File: src/rtl/queue_exec_unit.sv
// queue_exec_unit: circular operand queue with push, pop and two-operand ALU pair-op.
module queue_exec_unit #(
  parameter int DATA_W = 8,
  parameter int DEPTH = 8,
  localparam int PTR_W = $clog2(DEPTH)
) (
  input  logic              clk,
  input  logic              rst,
  input  logic              op_valid,
  output logic              op_ready,
  input  logic [1:0]        opcode,
  input  logic [1:0]        alu_fn,
  input  logic [DATA_W-1:0] din,
  output logic [DATA_W-1:0] dout,
  output logic              dout_valid,
  output logic [PTR_W:0]    count,
  output logic              full,
  output logic              empty,
  output logic              err
);
  typedef enum logic [1:0] {IDLE, RD_A, RD_B, WR_RES} state_t;
  localparam logic [1:0] OP_PUSH = 2'b00, OP_PAIR = 2'b10, OP_POP = 2'b11;
  state_t state;
  logic [DATA_W-1:0] mem [DEPTH];
  logic [DATA_W-1:0] a, b, res;
  logic [PTR_W-1:0] head, tail;
  logic [1:0] fn;
  logic acc, push_ok, mem_we;
  assign op_ready = rst && state == IDLE;
  assign acc = op_valid && op_ready;
  assign full = count == (PTR_W+1)'(DEPTH);
  assign empty = count == '0;
  assign push_ok = acc && opcode == OP_PUSH && !full;
  assign mem_we = push_ok || state == WR_RES;
  always_comb
    res = fn == 2'b00 ? a + b :
          fn == 2'b01 ? a - b :
          fn == 2'b10 ? a & b : a ^ b;
  always_ff @(posedge clk)
    if (mem_we) mem[tail] <= state == WR_RES ? res : din;
  always_ff @(posedge clk or negedge rst) begin
    if (!rst) begin
      state <= IDLE;
      head <= '0;
      tail <= '0;
      count <= '0;
      dout <= '0;
      dout_valid <= 1'b0;
      err <= 1'b0;
      a <= '0;
      b <= '0;
      fn <= '0;
    end else begin
      dout_valid <= 1'b0;
      err <= 1'b0;
      case (state)
        IDLE: if (acc) begin
          case (opcode)
            OP_PUSH: if (full) err <= 1'b1;
                     else begin
                       tail <= tail + 1'b1;
                       count <= count + 1'b1;
                     end
            OP_POP: if (empty) err <= 1'b1;
                    else begin
                      dout <= mem[head];
                      dout_valid <= 1'b1;
                      head <= head + 1'b1;
                      count <= count - 1'b1;
                    end
            OP_PAIR: if (count < (PTR_W+1)'(2)) err <= 1'b1;
                     else begin
                       fn <= alu_fn;
                       state <= RD_A;
                     end
            default: ;
          endcase
        end
        RD_A: begin
          a <= mem[head];
          head <= head + 1'b1;
          count <= count - 1'b1;
          state <= RD_B;
        end
        RD_B: begin
          b <= mem[head];
          head <= head + 1'b1;
          count <= count - 1'b1;
          state <= WR_RES;
        end
        default: begin
          tail <= tail + 1'b1;
          count <= count + 1'b1;
          state <= IDLE;
        end
      endcase
    end
  end
endmodule

File: config.mk
export PLATFORM = sky130hd
export DESIGN_NAME = queue_exec_unit
export DESIGN_NICKNAME = d
export VERILOG_FILES = /design/src/rtl/queue_exec_unit.sv
export SDC_FILE = /design/constraint.sdc
export NUM_CORES = 1
export LEC_CHECK = 0
export ABC_AREA = 0
export BUFFER_PORTS_ARGS = -buffer_cell sky130_fd_sc_hd__buf_2
export CORE_UTILIZATION = 30
export CTS_CLUSTER_DIAMETER = 30
export CTS_CLUSTER_SIZE = 28
export DETAILED_ROUTE_END_ITERATION = 8
export GPL_TIMING_DRIVEN = 0
export HOLD_SLACK_MARGIN = 0.1
export PLACE_DENSITY = 0.48
export RECOVER_POWER = 25
export REMOVE_ABC_BUFFERS = 1
export SYNTH_ARGS = -nofsm -noshare
export SYNTH_HDL_FRONTEND = slang
export SYNTH_SLANG_ARGS = --single-unit
File: constraint.sdc
create_clock -name clk -period 2.5 [get_ports clk]
set_input_delay 0.125 -clock clk [delete_from_list [all_inputs] [get_ports clk]]
set_output_delay 0.125 -clock clk [all_outputs]
set_load 0.01 [all_outputs]
**After elaboration in Yosys (flattened, before gate mapping)**

Memories as Yosys holds them, arrays and structs flattened.
Cells that the tools add are included.
W data, S select, Z words.

- Reduce and logical (&&, ||, !) cells: 18
- Bitwise gates (word level): 5
- $add $sub $neg: 6
- Eq/ne operators: 18
- Magnitude comparators: 1
- Multiplexer cells: 33

Operators with widths:

| kind | number |
|---|---|
| $mux W8 | 4 |
| $reduce_and A4 Y1 | 5 |
| $mux W3 | 6 |
| $pmux W4 S2 | 2 |
| $mux W4 | 3 |
| $pmux W3 S2 | 2 |
| $mux W1 | 11 |
| $eq A2 B2 Y1 const B | 5 |
| $add A8 B8 Y8 | 1 |
| $and A8 B8 Y8 | 1 |
| $ne A2 B2 Y1 const B | 4 |
| $sub A8 B8 Y8 | 1 |
| $xor A8 B8 Y8 | 1 |
| $add A3 B1 Y3 const B | 2 |
| $logic_not A2 Y1 | 3 |
| $mux W2 | 3 |
| $ne A2 B1 Y1 const B | 3 |
| $ne A3 B3 Y1 const B | 2 |
| $pmux W2 S3 | 1 |
| $add A4 B1 Y4 const B | 1 |
| $eq A2 B1 Y1 const B | 2 |
| $eq A4 B4 Y1 const B | 1 |
| $logic_and A1 B1 Y1 | 4 |
| $logic_not A4 Y1 | 1 |
| 10 further kinds | 12 |

- Logic and storage cells: 92
- Bits in registers: 40
- Output and inout bits: 17
- Memories kept: 1
- Bits in writable memories: 64
- Input bits: 15

Memories:

| name | depth | width | rd ports | clocked after Yosys merged registers in | write ports | RTL line | source |
|---|---|---|---|---|---|---|---|
| mem | 8 | 8 | 1 | 0 | 1 | 24 | `logic [DATA_W-1:0] mem [DEPTH];` |

**Longest topological paths before layout**

- Depth after elaboration: 8
- Gate-level depth with buffers: 8
- Gate-level depth less buffers: 8

**Least setup slack after synthesis**

No wires, ideal clock.

- Path kind: register -> register
- Start point: register count[0]
- End point: memory mem[1][0] (enable)
- Data arrival time: 2120 ps
- Path slack: -4 ps
- Required time: 2117 ps
- Stages on the path, launching flop included: 7
- Setup time: 383 ps
- Period minus slack after synthesis: 2504 ps
- Buffers on the path: 0
- Cells stage by stage: dfrtp_1 -> inv_1 -> ha_1 -> and3b_1 -> nor3_1 -> o21ai_0 -> nor3_1

- Longest elaborated chain between the ends: 6

RTL lines:

| what | RTL line | source |
|---|---|---|
| start: declaration | 16 | `output logic [PTR_W:0] count,` |
| start signal: assignment | 62 | `count <= count + 1'b1;` |
| start signal: assignment | 69 | `count <= count - 1'b1;` |
| start signal: assignment | 82 | `count <= count - 1'b1;` |
| $eq A4 B4 Y1 | 31 | `assign full = count == (PTR_W+1)'(DEPTH);` |
| net full | 17 | `output logic full,` |
| $logic_not A1 Y1 | 33 | `assign push_ok = acc && opcode == OP_PUSH && !full;` |
| $logic_and A1 B1 Y1 | 33 |  |
| $logic_or A1 B1 Y1 | 34 | `assign mem_we = push_ok \|\| state == WR_RES;` |
| $mux W1 (2 in a row) | 40 | `if (mem_we) mem[tail] <= state == WR_RES ? res : din;` |
| end: declaration | 24 |  |

The timed path passes the listed nets, and every way through them passes these cells.

**Worst setup path in the final report**

- Start point: register a[0] (read register of mem)
- End point: memory mem[4][6], data pin

- Longest elaborated chain between the ends: 4
- Elaborated cells on any way between the ends: 5
- Classes of those cells: add/sub (2); mux (3)

RTL lines:

| what | RTL line | source |
|---|---|---|
| start: declaration | 25 | `logic [DATA_W-1:0] a, b, res;` |
| $sub A8 B8 Y8 | 37 | `fn == 2'b01 ? a - b :` |
| $mux W8 | 37 |  |
| $mux W8 (*) | 36 | `res = fn == 2'b00 ? a + b :` |
| $mux W8 (*) | 40 |  |

Every way passes the cells marked *; elsewhere a longest branch is shown, timed or not.

==> flow_metrics.py <==
metrics = {
    "setup_path": {
        "slowest_stage": "or4_4",
        "critPathTopFamily": "simple AND/OR/NAND/NOR gates",
        "ff2ff_setup_slack_ns": 0.04,
        "r2r-end": "mem[4][6]$_DFFE_PP_",
        "cp.required_ns": 2.61,
        "worstPathArrival_ns": 2.57,
        "worst-path-max-fanout": 8,
        "worstRegToRegCells": 9,
        "critical_path.max_stage_delay_ns": 0.43,
        "end_kind": "flip-flop",
        "crit_chain": "inv_2 -> ha_4 -> fa_2 -> and2b_2 -> o211a_1 -> or4_4 -> a31oi_4 -> a211oi_4 -> buf_12",
        "path_class": "reg -> reg",
        "path_buf_inv": 2,
        "r2r-start": "a[0]$_DFFE_PN0N_",
        "startpoint_type": "flip-flop",
    },
    "place": {
        "io_buffers": 31,
        "place_congestion": 0.774,
        "pre_cts_slack_ns": -0.990,
        "hpwl_um": 8160,
    },
    "global_route": {
        "grt_antenna_before_repair": 0,
        "grt_pass1_wl_um": 18800,
        "grt_pass1_vias": 3495,
        "grt_max_degree": 41,
        "grt.overflow.total": 0,
        "grtUsageTotal_pct": 13.9,
    },
    "yosys": {
        "synth_edf_count": 64,
        "seq_area_frac_synth_pct": 55.4,
        "synth_ff_type": "edfxtp_1",
        "synth_seq_cells": 104,
        "synthMuxAreaShare_pct": 10.2,
        "synthAdderAreaFrac_pct": 6.92,
        "async_flop_share_pct": 38.5,
        "yosys.area_share.xor_xnor_pct": 0.830,
        "synth_top_cell_by_area": "edfxtp_1",
        "synthTopCellsByArea": "edfxtp_1 36%, dfrtp_1 19%, mux4_2 7.3%",
        "synthCells": 426,
        "synth_compound_area_share_pct": 12.3,
        "synth_top_family_by_area": "compound AO/OA/AOI/OAI gates",
        "synthSimpleGateAreaFrac_pct": 10.4,
        "yosysUniqueCellTypes": 66,
        "ys.warnings.count": 0,
        "synth_top_area_share_pct": 36.4,
        "avgSynthCellArea_um2": 12.4,
        "syn_area_um2": 5280,
    },
    "hold_path": {
        "worstHoldEndpoint": "err$_DFF_PN0_",
        "hold_path_class": "in -> reg",
        "min_from": "opcode[1]",
        "hold-path-cell-count": 4,
    },
    "timing": {
        "worst_hold_slack_ns": 0.163,
        "slew_headroom_pct": 32.1,
        "drv_slew": 0,
        "max_freq_mhz": 406,
        "worst_slew_pin_slew_ns": 1.02,
        "fin_crit_sh_pct": 98.5,
        "clock-skew-final_ns": 0.0154,
        "fin_crit_ns": 2.46,
        "finalSetupTns_ns": 0,
        "setup_viol": 0,
        "hold_viol": 0,
        "setup_ws_ns": 0.0387,
        "rsz0062_at_grt": "yes",
    },
    "clock_tree": {
        "htree_levels": 3,
        "clk_latency_ns": 0.36,
        "cts_root_buf": "clkbuf_16",
        "cts_tree": "built",
        "path_clk_slew_ns": 0.08,
        "cts_inserted_buffers": 9,
        "clock_path_buffers": 2,
        "clock_sinks": 104,
    },
    "finish": {
        "final.fill_count": 1658,
        "finalNetCount": 513,
        "drive_above_1_share_pct": 26.9,
        "antenna_cells": 0,
        "final_cell_mix": "64 x edfxtp_1, 41 x nor2_1, 38 x a21oi_1, 37 x dfrtp_1, 23 x buf_2",
        "layout_commonest_cell": "edfxtp_1",
        "area_growth_pct": 20.8,
        "fin_util_pct": 37.0,
    },
    "floorplanning": {
        "initial_core_util_pct": 30.6,
        "io_pins": 32,
        "die_area_um2": 18100,
        "die_w_um": 135,
        "rows": 48,
        "fp.coreArea_um2": 17200,
        "die_y_um": 135,
    },
    "outcome": {
        "status": "complete, no violations",
    },
    "power": {
        "p_per_area_nw_per_um2": 1300,
        "ir_drop_uv": 464,
        "p_leak_uw": 0.00239,
    },
    "routing": {
        "antenna_left": 0,
        "via_count": 3475,
        "viasPerCell": 4.96,
        "dr.pass1.iters": 6,
        "wl_per_cell_um": 17.2,
        "initialDrtViolationCount": 126,
        "drt_wl_total_um": 12100,
        "drc": 0,
    },
    "job": {
        "cap_viol_max_count": 0,
    },
}
## registers in the layout, summed over array words and instances, names as in the netlist, 3 cells and up
| register | count |
|---|---|
| mem | 64 |
| a | 8 |
| b | 8 |
| dout | 8 |
| count | 4 |
| head | 3 |
| tail | 3 |
## report_power, final
part / switching (µW) / leakage (µW) / internal [µW]
registers: 610 / 0.00104 / 2290
logic: 2200 / 0.00121 / 1780
clock network: 695 / 0.000150 / 715
## cell type report
| class | instances | area, µm² | share of cell area (%) |
|---|---|---|---|
| sequential | 104 | 2930 | 45.9 |
| tap | 225 | 282 | 4.42 |
| timing repair buffer | 55 | 380 | 5.97 |
| inverter | 23 | 86.3 | 1.35 |
| clock buffer | 9 | 225 | 3.53 |
| clock inverter | 7 | 86.3 | 1.35 |
| multi-input combinational | 277 | 2390 | 37.5 |
## worst min-delay path: stages
cell and delay (ns):
buf_2 0.13, nand2_1 0.06, o22a_1 0.12, nor3_1 0.04
## metrics by stage
stage	std cells	area (µm²)	power [µW]
2_1_floorplan	404	5150	5330
3_3_place_gp	660	5590	6320
3_5_place_dp	660	5600	6420
4_1_cts	685	6170	8090
5_1_grt	700	6380	8880
6_report	700	6380	8290
## Yosys cell counts, types with 2 or more instances
cell and count:
a21oi_1 40, a31oi_1 5, dfrtp_1 40, o21ai_0 18, and3_1 2, nor2_1 47
mux4_2 17, a21boi_0 2, mux2i_1 12, o31ai_1 3, nand3_1 2, or2_2 4
o21bai_1 3, clkbuf_1 6, nor3b_1 3, clkbuf_8 2, buf_2 8, nand2b_1 7
a2111oi_0 2, o21a_1 2, or3_1 2, o211ai_1 3, a311oi_1 2, nor3_1 8
or4_1 2, ha_1 26, o22a_1 3, fa_1 2, mux2_2 3, nor2b_1 4
xnor2_1 3, buf_1 4, xor2_1 2, edfxtp_1 64, inv_1 23, nand2_1 18
o2bb2ai_1 3
## kinds of logic (layout without fill, tap and decap cells)
logic type / after synthesis / in the layout
adder cells (fa/ha/maj): 28 / 28
XOR/XNOR: 5 / 5
buffers and inverters: 45 / 94
multiplexers: 32 / 32
AND/OR/NAND/NOR: 110 / 110
flip-flops: 104 / 104
AO/OA/AOI/OAI: 102 / 102
## how the worst max path moves through the flow
stage                              start             endpoint  depth (start not counted)
finish                  a[0]$_DFFE_PN0N_  mem[4][6]$_DFFE_PP_                          9
global route        count[1]$_DFFE_PN0P_  mem[0][5]$_DFFE_PP_                          7
CTS                     b[0]$_DFFE_PN0N_  mem[6][6]$_DFFE_PP_                          8
detailed placement                   rst  mem[0][2]$_DFFE_PP_                          5
global placement                     rst  mem[1][2]$_DFFE_PP_                          5
floorplan           count[0]$_DFFE_PN0P_  mem[1][0]$_DFFE_PP_                          6
## layer usage
metal	GRT usage, %	share of wire (%)
met5	0	0
met4	6.12	2.2
met3	2.40	2.2
met2	24.1	51
met1	17.0	44
## timing repair
action	CTS	global route
pin swaps	5	11
endpoints found under the setup margin	121	104
hold buffers	4	0
resized for setup	36	19
setup buffers	5	15
endpoints found under the hold margin	42	0
Note: power is estimated with default switching activity, not from simulation.
